### src/rtl/hazard_stall_ctrl_pkg.sv
// Shared encodings for the stall/flush sequencer: Tuse/Tnew values, mult/div
// busy states and the CP0 EPC register number.
package hazard_stall_ctrl_pkg;

    typedef logic [1:0] tval_t;

    localparam tval_t T0     = 2'd0;
    localparam tval_t T1     = 2'd1;
    localparam tval_t T2     = 2'd2;
    localparam tval_t T_NONE = 2'd3;

    typedef enum logic [1:0] {
        MD_IDLE = 2'd0,
        MD_MULT = 2'd1,
        MD_DIV  = 2'd2
    } md_state_e;

    localparam logic [4:0] CP0_EPC  = 5'd14;
    localparam logic [4:0] REG_ZERO = 5'd0;

    // A producer blocks a consumer when its result arrives later than the
    // consumer needs it; T_NONE (3) can never be exceeded by a 0..2 Tnew.
    function automatic logic raw_hazard(input logic [4:0] src,
                                        input tval_t      tuse,
                                        input logic [4:0] a3,
                                        input tval_t      tnew);
        return (src == a3) && (tnew > tuse);
    endfunction

endpackage

### src/rtl/hazard_stall_ctrl_md_busy_counter.sv
// Mult/div occupancy tracker: counts down the HI/LO busy window after an
// issue from E and reports md_busy as a registered flag.
import hazard_stall_ctrl_pkg::*;

module md_busy_counter #(
    parameter int MULT_CYC = 5,
    parameter int DIV_CYC  = 10,
    parameter int CNT_W    = 4
) (
    input  logic clk,
    input  logic reset,
    input  logic start,
    input  logic is_div,
    input  logic req,
    output logic md_busy
);

    md_state_e        state_q, state_d;
    logic [CNT_W-1:0] count_q, count_d;
    logic             md_busy_q, md_busy_d;

    always_ff @(posedge clk or posedge reset) begin
        if (reset) begin
            state_q   <= MD_IDLE;
            count_q   <= '0;
            md_busy_q <= 1'b0;
        end else begin
            state_q   <= state_d;
            count_q   <= count_d;
            md_busy_q <= md_busy_d;
        end
    end

    always_comb begin
        state_d = state_q;
        count_d = count_q;
        // A start coincident with req is dropped: that instruction is being
        // flushed. An in-flight count is left alone so HI/LO still completes.
        if (start && !req) begin
            if (is_div) begin
                state_d = MD_DIV;
                count_d = CNT_W'(DIV_CYC);
            end else begin
                state_d = MD_MULT;
                count_d = CNT_W'(MULT_CYC);
            end
        end else if (count_q != '0) begin
            count_d = count_q - 1'b1;
            if (count_d == '0) begin
                state_d = MD_IDLE;
            end
        end
        md_busy_d = (count_d != '0);
    end

    assign md_busy = md_busy_q;

endmodule

### src/rtl/hazard_stall_ctrl.sv
// Stall/flush sequencer for the 5-stage pipeline: combines data, mult/div and
// EPC-before-ERET hazards into PC/IF_ID enables and the ID_EX bubble.
import hazard_stall_ctrl_pkg::*;

module hazard_stall_ctrl #(
    parameter int MULT_CYC = 5,
    parameter int DIV_CYC  = 10,
    parameter int CNT_W    = 4
) (
    input  logic        clk,
    input  logic        reset,
    input  logic [4:0]  rs_d,
    input  logic [4:0]  rt_d,
    input  logic [1:0]  tuse_rs_d,
    input  logic [1:0]  tuse_rt_d,
    input  logic [4:0]  a3_e,
    input  logic [4:0]  a3_m,
    input  logic [1:0]  tnew_e,
    input  logic [1:0]  tnew_m,
    input  logic        md_use_d,
    input  logic        md_start_e,
    input  logic        md_div_e,
    input  logic        eret_d,
    input  logic        mtc0_epc_e,
    input  logic        mtc0_epc_m,
    input  logic        req,
    output logic        pc_en,
    output logic        fd_en,
    output logic        id_ex_clr,
    output logic        md_busy,
    output logic [31:0] stall_cycles
);

    logic        stall_rs, stall_rt, stall_md, stall_eret, stall;
    logic [31:0] stall_cycles_q, stall_cycles_d;

    md_busy_counter #(
        .MULT_CYC (MULT_CYC),
        .DIV_CYC  (DIV_CYC),
        .CNT_W    (CNT_W)
    ) u_md_busy_counter (
        .clk     (clk),
        .reset   (reset),
        .start   (md_start_e),
        .is_div  (md_div_e),
        .req     (req),
        .md_busy (md_busy)
    );

    always_comb begin
        stall_rs   = (rs_d != REG_ZERO) &&
                     (raw_hazard(rs_d, tuse_rs_d, a3_e, tnew_e) ||
                      raw_hazard(rs_d, tuse_rs_d, a3_m, tnew_m));
        stall_rt   = (rt_d != REG_ZERO) &&
                     (raw_hazard(rt_d, tuse_rt_d, a3_e, tnew_e) ||
                      raw_hazard(rt_d, tuse_rt_d, a3_m, tnew_m));
        stall_md   = md_use_d && (md_start_e || md_busy);
        stall_eret = eret_d && (mtc0_epc_e || mtc0_epc_m);
        stall      = stall_rs | stall_rt | stall_md | stall_eret;

        // On req the pipeline registers flush themselves; a bubble here would
        // overwrite the exception vector PC carried through ID_EX.
        if (reset || req) begin
            pc_en     = 1'b1;
            fd_en     = 1'b1;
            id_ex_clr = 1'b0;
        end else begin
            pc_en     = ~stall;
            fd_en     = ~stall;
            id_ex_clr = stall;
        end

        stall_cycles_d = stall_cycles_q;
        if (stall && !req) begin
            stall_cycles_d = stall_cycles_q + 32'd1;
        end
    end

    always_ff @(posedge clk or posedge reset) begin
        if (reset) begin
            stall_cycles_q <= '0;
        end else begin
            stall_cycles_q <= stall_cycles_d;
        end
    end

    assign stall_cycles = stall_cycles_q;

endmodule

### config.mk
export PLATFORM = sky130hd
export DESIGN_NAME = hazard_stall_ctrl
export DESIGN_NICKNAME = d
export VERILOG_FILES = /design/src/rtl/hazard_stall_ctrl_pkg.sv /design/src/rtl/hazard_stall_ctrl_md_busy_counter.sv /design/src/rtl/hazard_stall_ctrl.sv
export SDC_FILE = /design/constraint.sdc
export NUM_CORES = 1
export LEC_CHECK = 0
export ABC_AREA = 1
export CAP_MARGIN = 20
export CORE_MARGIN = 8
export CORE_UTILIZATION = 45
export DETAILED_ROUTE_END_ITERATION = 8
export PLACE_DENSITY_LB_ADDON = 0.1
export SLEW_MARGIN = 20
export SYNTH_ARGS = -nofsm -noshare
export SYNTH_HDL_FRONTEND = slang
export SYNTH_HIERARCHICAL = 1
export SYNTH_SLANG_ARGS = --single-unit
### constraint.sdc
create_clock -name clk -period 3.4 [get_ports clk]
set_clock_uncertainty 0.15 [all_clocks]
set_input_delay 0.85 -clock clk [delete_from_list [all_inputs] [get_ports clk]]
set_output_delay 0.85 -clock clk [all_outputs]
set_load 0.005 [all_outputs]
* Yosys cells after proc, flatten, opt, wreduce, memory -nomap -nowiden *
Index checks and enable logic that the tools add are counted.

storage, ports and cells
  register bits = 37
  logic and storage cells = 42

cells by class
  add/sub/neg operators = 2
  order comparisons = 4
  equality and inequality tests = 4
  multiplexer cells = 5
  bitwise logic cells = 4
  reduce and logical (&&, ||, !) cells = 20

operators with widths
  cell                                               count
  adder 32 x 1 -> 32 bit (second input constant)     1
  equality test 5 bit                                4
  two-way mux 4 bit                                  3
  logical AND 1 bit                                  10
  nonzero test 5 bit                                 2
  > comparator 2 bit                                 4
  nonzero test 4 bit                                 2
  logical OR 1 bit                                   5
  subtractor 4 x 1 -> 4 bit (second input constant)  1
  OR 1 bit                                           3
  two-way mux 1 bit                                  2
  zero test 1 bit                                    1
  inverter 1 bit                                     1

* Logic depth before layout (Yosys ltp) *
Gate-level depths: netlist of run 1.

  depth in word-level cells = 9
  mapped depth = 15
  depth with buffers taken out = 14

* Cells and area by module *
Netlist of run 1, hierarchy kept.

by module, submodules not included
  module             times used  cells an instance  area each (µm²)  sequential area each (µm²)
  hazard_stall_ctrl  1           434                2,806.4          800.8
  md_busy_counter    1           38                 294.0            125.1

* Worst setup path after synthesis of run 1 *
Ideal clock, no wire load.

  path type = input -> output
  from = input tuse_rt_d[1]
  to = output pc_en
  data arrival time = 2.167 ns
  setup slack = 0.233 ns
  stages on the path = 14
  cell sequence = inv_1 > ha_1 > nand2_1 > inv_1 > nor2_1 > nand2_1 > nor2_1 > nand2_1 > nand2_1 > nand2_1 > nand3_2 > buf_6 > nand3_1 > buf_4

between the ends
  cells in the longest elaborated chain, start to end = 9

RTL lines
  element                     RTL line                     source
  start, declared             hazard_stall_ctrl.sv:15      input logic [1:0] tuse_rt_d,
  > comparator 2 bit          hazard_stall_ctrl_pkg.sv:27  return (src == a3) && (tnew > tuse);
  logical AND 1 bit           hazard_stall_ctrl_pkg.sv:27
  logical OR 1 bit (*)        hazard_stall_ctrl.sv:55      (raw_hazard(rt_d, tuse_rt_d, a3_e, tnew_e) ||
  logical AND 1 bit (*)       hazard_stall_ctrl.sv:54      stall_rt = (rt_d != REG_ZERO) &&
  OR 1 bit (*) (3 in series)  hazard_stall_ctrl.sv:59      stall = stall_rs | stall_rt | stall_md | stall_eret;
  inverter 1 bit (*)          n/a
  two-way mux 1 bit (*)       n/a
  end, declared               hazard_stall_ctrl.sv:27      output logic pc_en,

Every way passes the cells marked *; elsewhere a longest branch is shown, timed or not.

* Worst setup path after layout of run 1 *
  from = input tnew_e[1]
  to = output id_ex_clr

between the ends
  cells in the longest elaborated chain, start to end = 8

RTL lines
  element                               RTL line                                          source
  start, declared                       hazard_stall_ctrl.sv:18                           input logic [1:0] tnew_e,
  > comparator 2 bit                    hazard_stall_ctrl_pkg.sv:27
  logical AND 1 bit                     hazard_stall_ctrl_pkg.sv:27
  logical OR 1 bit (on tied branches)   hazard_stall_ctrl.sv:52, hazard_stall_ctrl.sv:55
  logical AND 1 bit (on tied branches)  hazard_stall_ctrl.sv:51, hazard_stall_ctrl.sv:54
  OR 1 bit (*) (3 in series)            hazard_stall_ctrl.sv:59
  two-way mux 1 bit (*)                 hazard_stall_ctrl.sv:63                           if (reset || req) begin
  end, declared                         hazard_stall_ctrl.sv:29                           output logic id_ex_clr,

Marked as above.

==> results of run 1 <==
-- synthesized netlist by cell type, drive strengths merged --
library cell | n | area, µm²
nand2 | 181 | 704
inv | 59 | 221
nand3 | 55 | 290
nor2 | 54 | 245
dfrtp | 37 | 926
xor2 | 21 | 184
nor3 | 15 | 106
ha | 10 | 125
xnor2 | 10 | 87.6
buf | 9 | 83.8
nand4 | 7 | 43.8
o21ai | 4 | 20.0
a21oi | 3 | 15.0
and2 | 1 | 6.26
and3 | 1 | 6.26
clkbuf | 1 | 7.51
nand3b | 1 | 7.51
nor4 | 1 | 6.26
o21bai | 1 | 7.51
or2 | 1 | 6.26
-- power by group --
part	total, µW	switching, µW	internal [µW]
clock	403	164	238
combinational	460	244	216
sequential	557	66.2	491
total	1420	474	946
-- how the worst max path moves through the flow --
stage | startpoint | endpoint | cells after the start
final | tnew_e[1] | id_ex_clr | 13
after global placement | tuse_rt_d[1] | id_ex_clr | 15
after CTS | tuse_rt_d[0] | id_ex_clr | 14
after floorplan | tuse_rt_d[1] | pc_en | 14
after global routing | tnew_e[1] | id_ex_clr | 13
after detailed placement | tuse_rt_d[1] | id_ex_clr | 15
-- metrics by stage --
| step | setup WS (ns) | hold WS [ns] | total power [µW] | cells | area, µm² |
|---|---|---|---|---|---|
| finish | 0.145 | 0.372 | 1420 | 636 | 4110 |
| global route | 0.0257 | 0.390 | 1520 | 636 | 4110 |
| CTS | 0.000457 | 0.383 | 1430 | 635 | 4060 |
| detailed placement | -0.509 | 0.362 | 1020 | 626 | 3920 |
| global placement | -0.484 | 0.326 | 1000 | 626 | 3920 |
| floorplan | 0.233 | 0.334 | 845 | 472 | 3100 |
-- sequential cells by signal, indices dropped and copies added, names as in the netlist --
signal and flops:
stall_cycles 32, u_md_busy_counter/md_busy 1, u_md_busy_counter/count_q 4
-- metal layers --
layer | GRT usage | vias to the layer above | wire length, µm
met3 | 0.0366 | 8 | 499
met1 | 0.228 | 1431 | 3990
met4 | 0.0413 | 0 | 63
met2 | 0.293 | 72 | 3990
met5 | 0 | - | 0
li1 | - | 1633 | -
-- cell type report --
class	count	area [µm²]
Fill cell	625	2610
Tap cell	80	100
Multi-Input combinational cell	366	1930
Inverter	59	221
Clock inverter	2	37.5
Sequential cell	37	926
Timing Repair Buffer	86	816
Clock buffer	6	82.6
-- layout by cell type, fill, tap and decap left out, drive strengths merged --
master	n
nand2	181
clkdlybuf4s50	61
inv	59
nand3	55
nor2	54
dfrtp	37
xor2	21
buf	17
nor3	15
xnor2	10
ha	10
nand4	7
clkbuf	6
dlygate4sd2	4
dlymetal6s2s	4
o21ai	4
a21oi	3
o21bai	1
and2	1
and3	1
nor4	1
nand3b	1
bufinv	1
clkinvlp	1
or2	1
-- worst reg2reg max path, cell delays in order, from the launching register on --
cell and delay, ns:
dfrtp_1 0.47, ha_1 0.28, nand3_2 0.18, nor2_4 0.15, inv_2 0.09, nor2_2 0.15, nand4_1 0.13, nor2_1 0.18
nand2_1 0.08, nand2_1 0.07, nand2_1 0.04
-- cells by family (layout without fill, tap and decap cells) --
kind of cell             Yosys count  in the layout  share of synthesized area
AND/OR/NAND/NOR                  317            317                      0.459
buffers and inverters             69            153                      0.101
flip-flops                        37             37                      0.299
XOR/XNOR                          31             31                     0.0876
adder cells (fa/ha/maj)           10             10                     0.0404
AO/OA/AOI/OAI                      8              8                     0.0137
-- timing repair --
action | 4_1_cts | 5_1_grt
setup buffers | 1 | 1
pin swaps | 11 | 9
endpoints found under the setup margin | 3 | 3
gates resized for setup | 22 | 8
==> results.yml, run 1 <==
timing:
  slew_headroom: 0.724
  setup_violations: 0
  finalHoldViolCount: 0
  rsz0062_at_grt: "no"
  slew_viol_final: 0
  period_needed_ns: 3.25
  finalCritPeriodShare: 0.957
  final.setup.tns_ns: 0
  worst_pin_slew_ns: 0.414
  clock.fmax_mhz: 307
clocking:
  cts_root_buf: "clkbuf_8"
  insertion_delay_ns: 0.30
  cts_made_buffers: 5
  clockBufferDepth: 2
  htreeDepth: 2
  clk_pin_slew_ns: 0.07
  ctsHoldBuffers: 0
  clock_sinks: 37
  cts_tree: "yes"
floorplan:
  dieArea_um2: 9800
  fp-row-count: 30
  initial_core_util: 0.461
  die_x_um: 99.0
  core_area_um2: 6720
  io_pins: 73
  die_h_um: 99.0
power:
  power_density_nw_per_um2: 345
  leakage_uw: 0.00200
  ir_worst_vdd_mv: 0.374
logic_synthesis:
  yosysWarnings: 6
  syn_area_um2: 3100
  synth_cell_types: 32
  syn_nets: 519
  syn_inst: 472
  postSynthAreaPerCell_um2: 6.57
  ys_ff_latch: 37
  seq_area_frac_synth: 0.299
route:
  drtPass1Iterations: 6
  via_per_inst: 4.94
  drt_iter0_drc: 182
  antenna_left: 0
  num_vias: 3144
  drt-wirelength-per-cell_um: 13.4
  routed_wl_um: 8540
  drc: 0
finish:
  drive_gt1_frac: 0.121
  final_util: 0.612
  nNetsFinal: 602
  syn_to_final_growth_pct: 32.6
  antenna_cells: 0
placed_design:
  place_congestion: 0.950
  port_buffers: 72
  dp_hpwl_um: 6730
critical_path:
  path_buf_inv: 4
  critPathMaxFanout: 3
  critPathSlowestCell: "dlygate4sd2_1"
  crit_path_end_kind: "output port"
  r2r_cells: 10
  critPathKind: "input port to output port"
  r2r_slack_ns: 1.32
  r2r-start: "stall_cycles[0]$_DFFE_PP0P_"
  arrival_ns: 2.25
  critPathRequiredTime_ns: 2.40
  slowest_delay_ns: 0.30
  crit_path_cell_trace: "dlygate4sd2_1 -> ha_4 -> inv_1 -> o21bai_1 -> nand2_1 -> nor2_1 -> nand2_1 -> nand2_1 -> nand2_1 -> nand3_2 -> nand3_2 -> inv_1 -> buf_2"
  r2r-end: "stall_cycles[30]$_DFFE_PP0P_"
  cpMostUsedCell: "nand2_1"
  startpoint_type: "input port"
  cp_top_family: "simple AND/OR/NAND/NOR gates"
grt:
  overflow: 0
  grt_pass1_wl_um: 14400
  grt_max_degree: 38
  grt_usage: 0.177
  first_global_vias: 3138
  grt_antenna_before_repair: 0
status:
  status: "complete, no violations"
worst_hold_path:
  min-delay-start: "stall_cycles[31]$_DFFE_PP0P_"
  min_to: "stall_cycles[31]$_DFFE_PP0P_"
  hold_depth: 2
  hold_class: "flip-flop to flip-flop"
flow_run:
  max_cap_violations: 0
Note: power is estimated with default switching activity, not from simulation.
==> run 2, diff against run 1 <==
--- a/config.mk
+++ b/config.mk
@@ -7,7 +7,7 @@
 export LEC_CHECK = 0
 export ABC_AREA = 1
 export CAP_MARGIN = 20
-export CORE_MARGIN = 8
+export CORE_MARGIN = 3
 export CORE_UTILIZATION = 45
 export DETAILED_ROUTE_END_ITERATION = 8
 export PLACE_DENSITY_LB_ADDON = 0.1
==> run 2 against run 1 <==
Against the previous run: critical endpoint unchanged; critical path depth is the same; global-route usage grew 3.7 points; first-iteration DRC count grew 13%; clock-buffer cell count shrank 1.
==> results.yml, run 2 (same netlist as run 1, synthesis figures left out) <==
critical_path:
  startpoint_type: "input port"
  slowest_delay_ns: 0.31
  arrival_ns: 2.28
  crit_path_cell_trace: "dlygate4sd2_1 -> ha_4 -> inv_1 -> o21bai_1 -> nand2_1 -> nor2_1 -> nand2_1 -> nand2_1 -> nand2_1 -> nand3_2 -> nand3_2 -> inv_1 -> buf_2"
  critPathMaxFanout: 3
  cpMostUsedCell: "nand2_1"
  crit_path_end_kind: "output port"
  critPathRequiredTime_ns: 2.40
  critPathSlowestCell: "dlygate4sd2_1"
  critPathKind: "input port to output port"
status:
  status: "complete, no violations"
placed_design:
  place_congestion: 0.985
  dp_hpwl_um: 6420
  port_buffers: 72
  placed_area_um2: 3920
power:
  ir_worst_vdd_mv: 0.343
  p_sw_frac: 0.340
  power_density_nw_per_um2: 343
  combPwrFrac: 0.327
  p_sw_uw: 477
  p_seq_frac: 0.395
  p_int_uw: 926
  leakage_uw: 0.00199
  power.share.clock: 0.279
route:
  drt_iter0_drc: 205
  via_per_inst: 5.05
  routed_wl_um: 8130
  drt-wirelength-per-cell_um: 12.8
  drc: 0
  antenna_left: 0
  num_vias: 3194
  drtPass1Iterations: 4
grt:
  grt_max_degree: 38
  overflow: 0
  grt_antenna_before_repair: 0
  grt_pass1_wl_um: 13500
  first_global_vias: 3021
  grt_usage: 0.214
floorplan:
  initial_core_util: 0.477
  die_h_um: 89.0
  core_area_um2: 6490
  die_x_um: 89.0
  dieArea_um2: 7920
  io_pins: 73
  fp-row-count: 29
timing:
  rsz0062_at_grt: "no"
  clock.fmax_mhz: 305
  period_needed_ns: 3.28
  finalCritPeriodShare: 0.965
  worst_pin_slew_ns: 0.424
  setup_violations: 0
  slew_viol_final: 0
  whs_ns: 0.360
  finalHoldViolCount: 0
  slew_headroom: 0.715
flow_run:
  max_cap_violations: 0
finish:
  largest_register_ffs: 32
  drive_gt1_frac: 0.121
  syn_to_final_growth_pct: 31.9
  post-route-cell-area_um2: 4090
  final_common_cell: "nand2_1"
  final_cell_mix: "nand2_1, clkdlybuf4s50_1, nand3_1"
  antenna_cells: 0
  nNetsFinal: 602
clocking:
  clk_pin_slew_ns: 0.08
  clock_sinks: 37
  insertion_delay_ns: 0.29
  cts_tree: "yes"
  clockBufferDepth: 2
  htreeDepth: 2
  cts_made_buffers: 5
  ctsHoldBuffers: 0
  cts_root_buf: "clkbuf_8"
worst_hold_path:
  hold_class: "flip-flop to flip-flop"
[run 2: cell types whose count changed in the layout (fill, tap and decap cells not counted), sizes merged]
| cell | previous run | this run |
|---|---|---|
| dlygate4sd2 | 4 | 6 |
| clkbuf | 6 | 5 |
| clkdlybuf4s50 | 61 | 60 |
| clkinv | 0 | 1 |
| dlymetal6s2s | 4 | 3 |
[run 2: path summary, 6_finish.rpt]
| check | slack (ns) | end | startpoint | depth (start not counted) |
|---|---|---|---|---|
| worst max-delay path | 0.12 | id_ex_clr | tnew_e[1] | 13 |
| worst min register to register | 0.36 | stall_cycles[31]$_DFFE_PP0P_ | stall_cycles[31]$_DFFE_PP0P_ | 2 |
| worst max register to register | 1.32 | stall_cycles[30]$_DFFE_PP0P_ | stall_cycles[0]$_DFFE_PP0P_ | 10 |
| max in group asynchronous | 1.89 | stall_cycles[2]$_DFFE_PP0P_ | reset | 3 |
| min in group asynchronous | 0.66 | u_md_busy_counter/count_q[0]$_DFF_PP0_ | reset | 2 |
| worst min-delay path | 0.36 | stall_cycles[31]$_DFFE_PP0P_ | stall_cycles[31]$_DFFE_PP0P_ | 2 |
[run 2: area by class of cell]
cell class / instances / area (µm²)
Multi-Input combinational cell: 366 / 1920
Inverter: 59 / 221
Sequential cell: 37 / 926
Timing Repair Buffer: 86 / 811
Clock buffer: 5 / 68.8
Fill cell: 614 / 2410
Tap cell: 77 / 96.3
Clock inverter: 3 / 46.3
[run 2: routing by layer]
layer  vias to the layer above  track usage  routed length [µm]
met5                         -            0                   0
met4                         0       0.0406                  70
met3                        11       0.0359                 398
met2                        77        0.345                3800
met1                      1465        0.305                3860
li1                       1641            -                   -
[run 2: through the flow]
stage | util | setup WS (ns) | setup TNS, ns | std cells | power (µW)
finish | 0.630 | 0.120 | 0 | 633 | 1400
global route | 0.630 | 0.000661 | 0 | 633 | 1500
CTS | 0.627 | 0.00782 | 0 | 632 | 1410
detailed placement | 0.603 | -0.536 | -1.43 | 623 | 1010
global placement | 0.603 | -0.490 | -1.31 | 623 | 1000
floorplan | - | 0.233 | 0 | 472 | 845
[run 2: power by group through the flow]
stage               registers [µW]  clock network (µW)  logic (µW)
floorplan                      554                   0         291
global placement               561                   0         439
detailed placement             563                   0         451
CTS                            555                 401         458
global route                   565                 420         516
finish                         554                 391         458
[run 2: timing repair]
action / in CTS / in global routing
gates cloned: 0 / 0
resized for setup: 26 / 5
buffers inserted: 1 / 1
setup endpoints to repair: 3 / 3
pin swaps: 11 / 4
[run 2: worst max-delay path, delay by kind of cell]
family / cells / cell delay [ns]
compound gates: 1 / 0.13
fa+ha+maj: 1 / 0.29
buf+inv: 4 / 0.49
simple gates: 7 / 0.52
==> run 3, diff against run 2 <==
--- a/config.mk
+++ b/config.mk
@@ -7,6 +7,7 @@
 export LEC_CHECK = 0
 export ABC_AREA = 1
 export CAP_MARGIN = 20
+export CORE_ASPECT_RATIO = 0.75
 export CORE_MARGIN = 3
 export CORE_UTILIZATION = 45
 export DETAILED_ROUTE_END_ITERATION = 8
==> run 3 against run 2 <==
Against the previous run: power decreased by 4.8%; highest routed layer unchanged; sequential power increased by 0.9%; critical endpoint unchanged; sequential cell count unchanged; critical path type unchanged; first-iteration DRC count increased by 53%; non-clock buffer count decreased by 2; sequential share of layout area increased by 0.17 points; register-to-register slack got worse by 0.13 ns; maximum frequency decreased by 0.97%.
==> results.yml, run 3 (same netlist as run 1, synthesis figures left out) <==
grt:
  grt_usage: 0.230
  overflow: 0
  first_global_vias: 2961
  grt_pass1_wl_um: 14500
  met3_usage: 0.0422
  grt_use_met1: 0.359
  grt_antenna_before_repair: 0
  grtUsageMet2: 0.330
  busiest_layer: "met1"
  grt_max_degree: 38
power:
  p_int_uw: 864
  leakage_uw: 0.00201
  finalPower_uw: 1340
  p_sw_frac: 0.353
  ir_worst_vdd_mv: 0.245
  combPwrFrac: 0.342
  power_density_nw_per_um2: 329
  p_sw_uw: 472
  power.share.clock: 0.240
  p_seq_frac: 0.419
floorplan:
  io_pins: 73
  dieArea_um2: 7930
  core_area_um2: 6470
  die_x_um: 102
  initial_core_util: 0.479
  die_h_um: 77.9
  fp-row-count: 25
route:
  via_per_inst: 5.12
  drtPass1Iterations: 5
  antenna_left: 0
  drt_iter0_drc: 313
  num_vias: 3247
  drt-wirelength-per-cell_um: 14.0
  drc: 0
  routed_wl_um: 8870
timing:
  setup_violations: 0
  worst_pin_slew_ns: 0.463
  clock.fmax_mhz: 302
  final.setup.tns_ns: 0
  slew_viol_final: 0
  finalCritPeriodShare: 0.974
  finalHoldViolCount: 0
  slew_headroom: 0.689
  period_needed_ns: 3.31
  whs_ns: 0.373
clocking:
  cts_setup_buffers: 0
  insertion_delay_ns: 0.29
  clk_pin_slew_ns: 0.07
  clock_sinks: 37
  cts_tree: "yes"
  htreeDepth: 2
  clockBufferDepth: 2
  cts_root_buf: "clkbuf_8"
  cts_made_buffers: 5
  ctsHoldBuffers: 0
critical_path:
  r2r_slack_ns: 1.19
  critPathKind: "input port to output port"
  arrival_ns: 2.31
  startpoint_type: "input port"
  r2r_cells: 10
  r2r-start: "stall_cycles[0]$_DFFE_PP0P_"
  r2r-end: "stall_cycles[30]$_DFFE_PP0P_"
  critPathMaxFanout: 3
  startpoint: "tuse_rt_d[0]"
  crit_path_end_kind: "output port"
  critPathRequiredTime_ns: 2.40
  cp-endpoint: "id_ex_clr"
worst_hold_path:
  hold_class: "flip-flop to flip-flop"
  min-delay-start: "stall_cycles[31]$_DFFE_PP0P_"
finish:
  fillers: 601
  final_common_cell: "nand2_1"
  final_cell_mix: "nand2_1, clkdlybuf4s50_1, nand3_1"
  largest_register_ffs: 32
  antenna_cells: 0
  multiInputGateArea_um2: 1920
  drive_gt1_frac: 0.121
  post-route-cell-area_um2: 4060
  nNetsFinal: 600
  seqCellArea_um2: 926
  syn_to_final_growth_pct: 30.9
placed_design:
  dp_hpwl_um: 6810
  placed_area_um2: 3920
  port_buffers: 72
  place_congestion: 0.937
flow_run:
  max_cap_violations: 0
status:
  status: "complete, no violations"
-- run 3: what timing repair did --
item / 4_1_cts / 5_1_grt
gates resized for setup: 23 / 17
pin swaps: 7 / 11
hold endpoints to repair: 0 / 0
endpoints found under the setup margin: 3 / 3
-- run 3: how the worst min path moves through the flow --
stage / end / slack (ns) / cells after the start
2_1_floorplan: stall_cycles[31]$_DFFE_PP0P_ / 0.33 / 2
3_3_place_gp: stall_cycles[31]$_DFFE_PP0P_ / 0.33 / 2
3_5_place_dp: stall_cycles[31]$_DFFE_PP0P_ / 0.36 / 2
4_1_cts: stall_cycles[31]$_DFFE_PP0P_ / 0.37 / 2
5_1_grt: stall_cycles[31]$_DFFE_PP0P_ / 0.41 / 2
6_report: stall_cycles[31]$_DFFE_PP0P_ / 0.37 / 2
-- run 3: critical path: stages --
cell and delay [ns]:
dlygate4sd2_1 0.26, ha_1 0.29, nand2_1 0.06, inv_1 0.04, nor2_1 0.09, nand2_1 0.07
nor2_2 0.10, nand2_1 0.07, nand2_1 0.08, nand2_1 0.06, nand3_2 0.09, nand3_2 0.09
inv_1 0.06, buf_2 0.10
-- run 3: power by group through the flow --
stage	Sequential (µW)	Clock [µW]	Combinational, µW
6_report	559	320	456
5_1_grt	568	348	517
4_1_cts	559	330	456
3_5_place_dp	567	0	454
3_3_place_gp	563	0	440
2_1_floorplan	554	0	291
-- run 3: layout make-up --
class	instances	area share
Multi-Input combinational cell	366	0.472
Sequential cell	37	0.228
Timing Repair Buffer	84	0.199
Inverter	59	0.0546
Tap cell	81	0.0250
Clock buffer	7	0.0213
-- run 3: routing by layer --
layer  share of wire  vias up
met1            0.51     1489
li1                -     1626
met2            0.42      125
met5               0        -
met4          0.0092        0
met3           0.068        7
-- run 3: per-stage QoR --
stage | worst slack (ns) | util | std cells
detailed placement | -0.545 | 0.606 | 627
CTS | 0.00296 | 0.622 | 634
global placement | -0.462 | 0.606 | 627
floorplan | 0.233 | - | 472
global route | -0.0527 | 0.627 | 634
finish | 0.0879 | 0.627 | 634
